## src/rtl/vslc_pkg.sv

```systemverilog
// Shared types and header layout for the VSLC scan sequencer.
package vslc_pkg;

    typedef enum logic [1:0] {
        SCAN_CONT     = 2'd0,
        SCAN_TRIG     = 2'd1,
        SCAN_PERIODIC = 2'd2,
        SCAN_HALT     = 2'd3
    } scan_mode_t;

    typedef enum logic [1:0] {
        HDR,
        WAIT,
        RUN,
        ERR
    } seq_state_t;

    // Header is big-endian: start_addr in bytes 0..1, end_addr in bytes 2..3.
    localparam int unsigned HDR_BYTES    = 4;
    localparam int unsigned HDR_START_HI = 0;
    localparam int unsigned HDR_START_LO = 1;
    localparam int unsigned HDR_END_HI   = 2;
    localparam int unsigned HDR_END_LO   = 3;

endpackage

```

## src/rtl/vslc_scan_trigger.sv

```systemverilog
// Scan request generation: trigger synchroniser and edge detect, periodic
// tick divider, single-entry pending request and sticky overrun flag.
module vslc_scan_trigger
    import vslc_pkg::*;
#(
    parameter int unsigned PER_W = 16
) (
    input  logic             clk,
    input  logic             rst_n,
    input  scan_mode_t       mode,
    input  logic [PER_W-1:0] period,
    input  logic             tick,
    input  logic             trig_in,
    input  logic             cnt_en,
    input  logic             in_wait,
    input  logic             scan_start,
    input  logic             hdr_done,
    output logic             scan_req,
    output logic             overrun
);

    logic             trig_s1, trig_s2, trig_s3;
    logic [PER_W-1:0] tick_cnt;
    logic [PER_W-1:0] per_eff;
    logic             trig_edge;
    logic             tick_wrap;
    logic             new_req;
    logic             req_pending;

    assign per_eff   = (period == '0) ? PER_W'(1) : period;
    // >= rather than == so a shortened period wraps at once instead of overflowing
    assign tick_wrap = tick && (tick_cnt >= per_eff - PER_W'(1));
    assign trig_edge = trig_s2 & ~trig_s3;

    always_comb begin
        new_req = 1'b0;
        if (cnt_en) begin
            case (mode)
                SCAN_CONT:     new_req = in_wait;
                SCAN_TRIG:     new_req = trig_edge;
                SCAN_PERIODIC: new_req = tick_wrap;
                default:       new_req = 1'b0;
            endcase
        end
    end

    assign scan_req = req_pending | new_req;

    always_ff @(posedge clk or negedge rst_n) begin
        if (!rst_n) begin
            trig_s1     <= 1'b0;
            trig_s2     <= 1'b0;
            trig_s3     <= 1'b0;
            tick_cnt    <= '0;
            req_pending <= 1'b0;
            overrun     <= 1'b0;
        end else begin
            trig_s1 <= trig_in;
            trig_s2 <= trig_s1;
            trig_s3 <= trig_s2;
            if (cnt_en && tick) begin
                tick_cnt <= tick_wrap ? '0 : tick_cnt + PER_W'(1);
            end
            if (hdr_done) begin
                req_pending <= 1'b1;
            end else if (scan_start) begin
                req_pending <= 1'b0;
            end else if (new_req) begin
                if (req_pending) begin
                    overrun <= 1'b1;
                end else begin
                    req_pending <= 1'b1;
                end
            end
        end
    end

endmodule

```

## src/rtl/vslc_scan_sequencer.sv

```systemverilog
// Program-fetch and scan-cycle controller: parses the program header, paces
// scans and forwards in-range program bytes to the executor with framing.
module vslc_scan_sequencer
    import vslc_pkg::*;
#(
    parameter int unsigned ADDR_W = 10,
    parameter int unsigned N_IN   = 8,
    parameter int unsigned PER_W  = 16
) (
    input  logic              clk,
    input  logic              rst_n,
    input  logic [1:0]        mode,
    input  logic [PER_W-1:0]  period,
    input  logic              tick,
    input  logic              trig_in,
    input  logic [N_IN-1:0]   ui_in,
    output logic              rd_restart,
    output logic [ADDR_W-1:0] rd_start_addr,
    input  logic              rd_valid,
    input  logic [ADDR_W-1:0] rd_addr,
    input  logic [7:0]        rd_data,
    output logic              instr_valid,
    output logic [7:0]        instr_data,
    output logic              instr_first,
    output logic              instr_last,
    output logic [N_IN-1:0]   in_now,
    output logic [N_IN-1:0]   in_prev,
    output logic              scan_pulse,
    output logic [15:0]       scan_cnt,
    output logic              busy,
    output logic              header_err,
    output logic              overrun
);

    seq_state_t        state;
    scan_mode_t        mode_e;
    logic [ADDR_W-1:0] start_addr;
    logic [ADDR_W-1:0] end_addr;
    logic [ADDR_W-1:0] hdr_field;
    logic [7:0]        hdr_hi;
    logic              booted;
    logic              hdr_last;
    logic              hdr_done;
    logic              scan_req;
    logic              scan_start;
    logic              in_range;

    assign mode_e     = scan_mode_t'(mode);
    assign hdr_field  = ADDR_W'({hdr_hi, rd_data});
    assign hdr_last   = (state == HDR) && rd_valid && (rd_addr == ADDR_W'(HDR_END_LO));
    assign hdr_done   = hdr_last && !((hdr_field < start_addr) || (hdr_field < ADDR_W'(HDR_BYTES)));
    assign scan_start = (state == WAIT) && scan_req && (mode_e != SCAN_HALT);
    assign in_range   = (rd_addr >= start_addr) && (rd_addr <= end_addr);

    vslc_scan_trigger #(
        .PER_W(PER_W)
    ) u_trigger (
        .clk       (clk),
        .rst_n     (rst_n),
        .mode      (mode_e),
        .period    (period),
        .tick      (tick),
        .trig_in   (trig_in),
        .cnt_en    ((state == WAIT) || (state == RUN)),
        .in_wait   (state == WAIT),
        .scan_start(scan_start),
        .hdr_done  (hdr_done),
        .scan_req  (scan_req),
        .overrun   (overrun)
    );

    always_ff @(posedge clk or negedge rst_n) begin
        if (!rst_n) begin
            state         <= HDR;
            start_addr    <= '0;
            end_addr      <= '0;
            hdr_hi        <= '0;
            booted        <= 1'b0;
            rd_restart    <= 1'b0;
            rd_start_addr <= '0;
            instr_valid   <= 1'b0;
            instr_data    <= '0;
            instr_first   <= 1'b0;
            instr_last    <= 1'b0;
            in_now        <= '0;
            in_prev       <= '0;
            scan_pulse    <= 1'b0;
            scan_cnt      <= '0;
            busy          <= 1'b0;
            header_err    <= 1'b0;
        end else begin
            rd_restart  <= 1'b0;
            scan_pulse  <= 1'b0;
            instr_valid <= 1'b0;
            instr_first <= 1'b0;
            instr_last  <= 1'b0;
            // One restart from address 0 right after reset release starts the header fetch
            if (!booted) begin
                booted        <= 1'b1;
                rd_restart    <= 1'b1;
                rd_start_addr <= '0;
            end
            case (state)
                HDR: begin
                    if (rd_valid) begin
                        if (rd_addr == ADDR_W'(HDR_START_HI) || rd_addr == ADDR_W'(HDR_END_HI)) begin
                            hdr_hi <= rd_data;
                        end else if (rd_addr == ADDR_W'(HDR_START_LO)) begin
                            start_addr <= hdr_field;
                        end else if (hdr_last) begin
                            end_addr <= hdr_field;
                            if (hdr_done) begin
                                state <= WAIT;
                            end else begin
                                state      <= ERR;
                                header_err <= 1'b1;
                            end
                        end
                    end
                end
                WAIT: begin
                    if (scan_start) begin
                        state         <= RUN;
                        busy          <= 1'b1;
                        rd_restart    <= 1'b1;
                        rd_start_addr <= start_addr;
                        scan_pulse    <= 1'b1;
                        in_prev       <= in_now;
                        in_now        <= ui_in;
                    end
                end
                RUN: begin
                    if (rd_valid && in_range) begin
                        instr_valid <= 1'b1;
                        instr_data  <= rd_data;
                        instr_first <= (rd_addr == start_addr);
                        instr_last  <= (rd_addr == end_addr);
                        if (rd_addr == end_addr) begin
                            scan_cnt <= scan_cnt + 16'd1;
                            state    <= WAIT;
                            busy     <= 1'b0;
                        end
                    end
                end
                ERR: begin
                    header_err <= 1'b1;
                end
                default: begin
                    state <= ERR;
                end
            endcase
        end
    end

endmodule

```

## config.mk

```make
export PLATFORM = sky130hd
export DESIGN_NAME = vslc_scan_sequencer
export DESIGN_NICKNAME = d
export VERILOG_FILES = /design/src/rtl/vslc_pkg.sv /design/src/rtl/vslc_scan_trigger.sv /design/src/rtl/vslc_scan_sequencer.sv
export SDC_FILE = /design/constraint.sdc
export NUM_CORES = 1
export LEC_CHECK = 0
export BUFFER_PORTS_ARGS = -buffer_cell sky130_fd_sc_hd__buf_4
export CAP_MARGIN = 0
export CORE_MARGIN = 3
export CORE_UTILIZATION = 35
export CTS_BUF_LIST = sky130_fd_sc_hd__clkbuf_16
export DETAILED_ROUTE_END_ITERATION = 10
export PLACE_DENSITY = 0.62
export SLEW_MARGIN = 10
export SYNTH_ARGS = -nofsm -noshare
export SYNTH_HDL_FRONTEND = slang
export SYNTH_SLANG_ARGS = --single-unit
export TNS_END_PERCENT = 10
```

## constraint.sdc

```tcl
create_clock -name clk -period 8.95 [get_ports clk]
set_clock_uncertainty 0.15 [all_clocks]
set_input_delay 0.4475 -clock clk [delete_from_list [all_inputs] [get_ports clk]]
set_output_delay 0.4475 -clock clk [all_outputs]
set_load 0.01 [all_outputs]
```

Word level (Yosys, flattened, before mapping). Cells that the tools add are included.

Output and inout port bits: 58. Bits of input ports: 49. Logic and storage cells: 128. Flip-flop bits (word level): 103.

Reduce and logical (&&, ||, !) cells: 31. Eq/ne operators: 19. Multiplexer cells: 40. Order comparisons: 5. Bitwise logic cells: 7. $add $sub $neg: 3.

Operators with widths (count): $add A16 B1 Y16 const B (2); $mux W16 (2); $mux W10 (3); $mux W1 (23); $eq A10 B10 Y1 (2); $eq A10 B2 Y1 const B (2); $ge A16 B16 Y1 (1); $logic_not A16 Y1 (1); $mux W2 (8); $sub A16 B1 Y16 const B (1); $ne A2 B2 Y1 const B (7); $reduce_and A4 Y1 (3); $eq A10 B1 Y1 const B (1); $ge A10 B10 Y1 (1); $le A10 B10 Y1 (1); $logic_not A10 Y1 (1); $lt A10 B10 Y1 (1); $lt A10 B3 Y1 const B (1); $logic_and A1 B1 Y1 (9); $reduce_and A8 Y1 (1); $eq A2 B2 Y1 const B (3); $pmux W2 S3 (1); $reduce_and A3 Y1 (2); $reduce_and A6 Y1 (1); 14 further kinds (27).

Longest topological paths before layout.
Depth after elaboration: 12. Depth in mapped cells: 19. Depth with buffers taken out: 17.

Cells and area by module. Synthesis repeated with hierarchy kept, for this count alone.

Cells, all modules: 566. Area, all modules: 5801.8 µm².

By module, submodules not included: vslc_scan_sequencer (area an instance 4166.5 µm², times used 1, cells each 383); vslc_scan_trigger (area an instance 1635.3 µm², times used 1, cells each 183).

Least setup slack after synthesis. Ideal clock, no wire load.

Path type: in2reg. Start: in period[5]. End: reg in_now[0]. Setup slack: 4.528 ns. Required time: 8.675 ns. Setup time: 0.125 ns. Stages: 19. Arrival: 4.147 ns. Cell sequence: nor4_1 nand2_1 or4_1 nor2_1 a21oi_1 ha_1 and2_1 nand3_1 xor2_1 ha_1 nand4_1 nor4_1 a311oi_2 a21oi_4 a21boi_2 nand2b_4 buf_12 buf_12 mux2_4.

Word-level cells in the longest chain between the ends: 11.

Ends and longest elaborated chain: from (decl) (line vslc_scan_sequencer.sv:13) `input logic [PER_W-1:0] period,`; $logic_not A16 Y1 (line vslc_scan_trigger.sv:30) `assign per_eff = (period == '0) ? PER_W'(1) : period;`; $mux W16 * (line vslc_scan_trigger.sv:30); $sub A16 B1 Y16 * (line vslc_scan_trigger.sv:32) `assign tick_wrap = tick && (tick_cnt >= per_eff - PER_W'(1));`; $ge A16 B16 Y1 * (line vslc_scan_trigger.sv:32); $logic_and A1 B1 Y1 * (line vslc_scan_trigger.sv:32); $pmux W1 S3 * (line vslc_scan_trigger.sv:38) `case (mode)`; $mux W1 * (line vslc_scan_trigger.sv:37) `if (cnt_en) begin`; $or A1 B1 Y1 * (line vslc_scan_trigger.sv:47) `assign scan_req = req_pending | new_req;`; $logic_and A1 B1 Y1 * (2 in a row) (line vslc_scan_sequencer.sv:52) `assign scan_start = (state == WAIT) && scan_req && (mode_e != SCAN_HALT);`; $reduce_and A2 Y1 (no line) *; to (signal assigned) (line vslc_scan_sequencer.sv:129) `in_now <= ui_in;`; to (decl) (line vslc_scan_sequencer.sv:26) `output logic [N_IN-1:0] in_now,`.

Every way passes the cells marked *; elsewhere a longest branch is shown, timed or not. A chain may end at the register's enable or synchronous reset.

Worst setup path in the final report.
Start: in period[5]. End: reg in_now[2].

The elaborated chain is that of the path after synthesis.

==> results by group <==
Timing
  • Worst-Margin Slew: 0.954 ns
  • Final hold slack: 0.0693 ns
  • Setup violations, final: 0
  • Setup tns final: 0 ns
  • Max Freq: 202 MHz
  • RSZ-0062 raised after global routing: no
  • Final Critical Period: 4.94 ns
  • Final Max Tran Viols: 0
  • Final hold vios: 0
  • Worst rel slew slack: 36.4%
  • Fin crit share: 55.2%

Yosys
  • Synth Instances: 522
  • Unique masters post-synth: 52
  • Cell area after synthesis: 0.00569 mm²
  • Seq/Total Area, Yosys: 45.3%
  • Top_reg_cell synth: dfrtp_1
  • Net count after synthesis: 625
  • Post-synth top area cell: dfrtp_1
  • Yosys top cell area share: 45.3%
  • Ys async rst share: 100%
  • EDFF count, synth: 0
  • Top cells by area, synth: dfrtp_1 (45%), ha_1 (12%), mux2_2 (7.7%)
  • #FFs+latches synth: 103
  • Syn Area/Cell: 10.9 µm²
  • Ys Warns: 0

Worst setup path
  • Crit path largest cell delay: 0.51 ns
  • Slowest-stage cell, CP: or4_1
  • Crit-path max FO: 28
  • Worst reg-to-reg path cell count: 9
  • R2R Path End: in_prev[2]
  • Req. time, crit path: 9.02 ns
  • FF-to-FF Start: u_trigger.tick_cnt[0]
  • CP cell instances: buf_4, nor4_1, nand2_1, or4_1, nor2_1, a21oi_1, ha_1, nand2_1, nor3_1, xnor2_1, ha_1, nand4_1, nor4_1, a311oi_2, a21oi_4, a21boi_2, nand2b_4, mux2_4
  • Reg2reg setup slack: 5.68 ns
  • WP data arrival: 5.01 ns
  • Crit Path Category: in -> reg
  • Bufs and invs on worst path: 1
  • Crit end category: flop
  • Top delay family on crit path: simple AND/OR/NAND/NOR gates
  • Nature of the critical path startpoint: primary input

Global routing
  • First-pass GRT wire length: 21,700 µm
  • Initial antenna violation count: 0
  • Vias in the first global route: 4,396
  • GRT overflow: 0
  • Gr usage total: 14.7%
  • Largest net degree at the start of global routing: 78

Die
  • Ports: 107
  • Height of the die: 134 µm
  • Die width: 134 µm
  • # rows: 45
  • Die footprint: 0.0178 mm²
  • Core Area: 0.0155 mm²
  • Starting Density: 36.6%

Placement
  • Routability cong.: 0.892
  • DP Cell Count: 830
  • Port bufs: 106
  • Dpl cell area: 0.00668 mm²
  • Final HPWL DP: 9890 µm

Final layout
  • Ant diodes: 0
  • Fin cells: 847
  • Nets@finish: 734
  • Final Instance Area: 0.00697 mm²
  • Share of cells above drive strength 1: 28.0%
  • Layout area overhead: 22.5%

Clock network
  • CTS tree: yes
  • Clk slew on worst S/H paths: 0.07 ns
  • CTS-repair resized insts: 0
  • Clock Tree Root: clkbuf_16
  • Maximum root-to-sink buffer count: 2
  • CTS HTree Levels: 3
  • Sink Count: 103
  • TritonCTS buffer count: 9
  • Worst-skew pair later-pin latency: 0.34 ns

Drt
  • DRC: 0
  • Drt first pass iters: 4
  • Detailed-route via count: 4,246
  • WL final: 12,800 µm
  • Post-route ant nets: 0
  • DR WL/cell: 15.1 µm
  • Via/cell ratio: 5.01
  • Drt first-iter violations: 223

Worst hold path
  • Hold Path Sink: u_trigger.trig_s1
  • Worst hold start: trig_in
  • HP Class: in -> reg
  • Hold depth: 1

Power and ir drop
  • Pleak: 3.60 nW
  • Pwr dens: 130 mW/mm²
  • Maximum vdd ir drop: 85.8 µV
  • Pwr Total: 0.907 mW

Run status
  • Status: finished, final reports clean

Run
  • Max-cap check violation count: 0
## registers in the layout, summed over array words and instances, names as in the netlist, 2 cells and up
name                count
start_addr             10
instr_data              8
scan_cnt               16
u_trigger.tick_cnt     16
rd_start_addr          10
state                   2
in_prev                 8
end_addr               10
hdr_hi                  2
in_now                  8
## stage by stage
step | utilization [%] | setup WS, ns
after floorplan | - | 4.53
after global placement | 43.0 | 3.83
after detailed placement | 43.0 | 3.68
after CTS | 44.9 | 4.05
after global routing | 44.9 | 3.59
final | 44.9 | 4.01
## Yosys cell counts (2+ instances only)
| master | instances |
|---|---|
| buf_12 | 2 |
| mux2i_1 | 12 |
| dfrtp_1 | 103 |
| a21oi_1 | 20 |
| mux2_2 | 39 |
| nand3_1 | 18 |
| xnor2_1 | 10 |
| a221oi_1 | 2 |
| clkbuf_1 | 6 |
| a21boi_0 | 2 |
| xor2_1 | 25 |
| a211oi_1 | 4 |
| nor3b_1 | 2 |
| nand2_1 | 45 |
| o22ai_1 | 2 |
| mux2_4 | 8 |
| nor3_1 | 16 |
| a21o_1 | 6 |
| ha_1 | 54 |
| nand2b_1 | 7 |
| nand4_1 | 12 |
| a31oi_1 | 2 |
| and2_1 | 3 |
| inv_1 | 36 |
| and3_1 | 8 |
| nor2_1 | 23 |
| or3_1 | 4 |
| o21ai_0 | 17 |
| nor4_1 | 7 |
| o31ai_1 | 2 |
| or2_2 | 4 |
## cells in the final DEF, fill, tap and decap left out, types with 16 or more instances in the layout
cell type / Yosys / final
dfrtp_1: 103 / 103
xor2_1: 25 / 25
o21ai_0: 17 / 17
mux2_2: 39 / 39
nand2_1: 45 / 45
buf_4: 0 / 107
nor2_1: 23 / 23
nor3_1: 16 / 16
nand3_1: 18 / 18
a21oi_1: 20 / 20
ha_1: 54 / 54
inv_1: 36 / 36
## cells by family after synthesis
| logic type | after synthesis | synth area share, % |
|---|---|---|
| AND/OR/NAND/NOR | 154 | 13.5 |
| flip-flops | 103 | 45.3 |
| AO/OA/AOI/OAI | 70 | 8.22 |
| multiplexers | 59 | 11.9 |
| adder cells (fa/ha/maj) | 54 | 11.9 |
| buffers and inverters | 46 | 3.76 |
| XOR/XNOR | 35 | 5.39 |
| other | 1 | 0.0659 |
## power by group
group | total [mW] | switching [mW] | internal (mW) | leakage [nW]
clock | 0.375 | 0.182 | 0.192 | 0.136
sequential | 0.467 | 0.000956 | 0.466 | 1.41
combinational | 0.0655 | 0.0367 | 0.0288 | 2.05
## final cells by class
class                           instances  area, µm²
Clock inverter                          7       57.6
Inverter                               36        135
Tap cell                              211        264
Timing Repair Buffer                  108        813
Clock buffer                            9        225
Sequential cell                       103       2580
Multi-Input combinational cell        373       2900
Fill cell                            1520       8570
## worst max path at each step
stage                    from         to  slack [ns]  cells after the start
floorplan           period[5]  in_now[0]        4.53                     19
global placement    period[5]  in_now[7]        3.83                     18
detailed placement  period[5]  in_now[0]        3.68                     18
CTS                 period[5]  in_now[0]        4.05                     18
global route        period[5]  in_now[0]        3.59                     18
finish              period[5]  in_now[2]        4.01                     18
## what timing repair did
item / 4_1_cts / 5_1_grt
endpoints found under the hold margin: 26 / 0
buffers inserted: 0 / 0
hold buffers: 1 / 0
## layer usage
layer / GRT usage (%) / vias up / share of wire [%]
met3: 3.32 / 19 / 4.5
met4: 4.11 / 0 / 1.8
met5: 0 / - / 0
li1: - / 2059 / -
met2: 24.5 / 103 / 48
met1: 19.3 / 2065 / 46
Power figures use the tool's default switching activity.
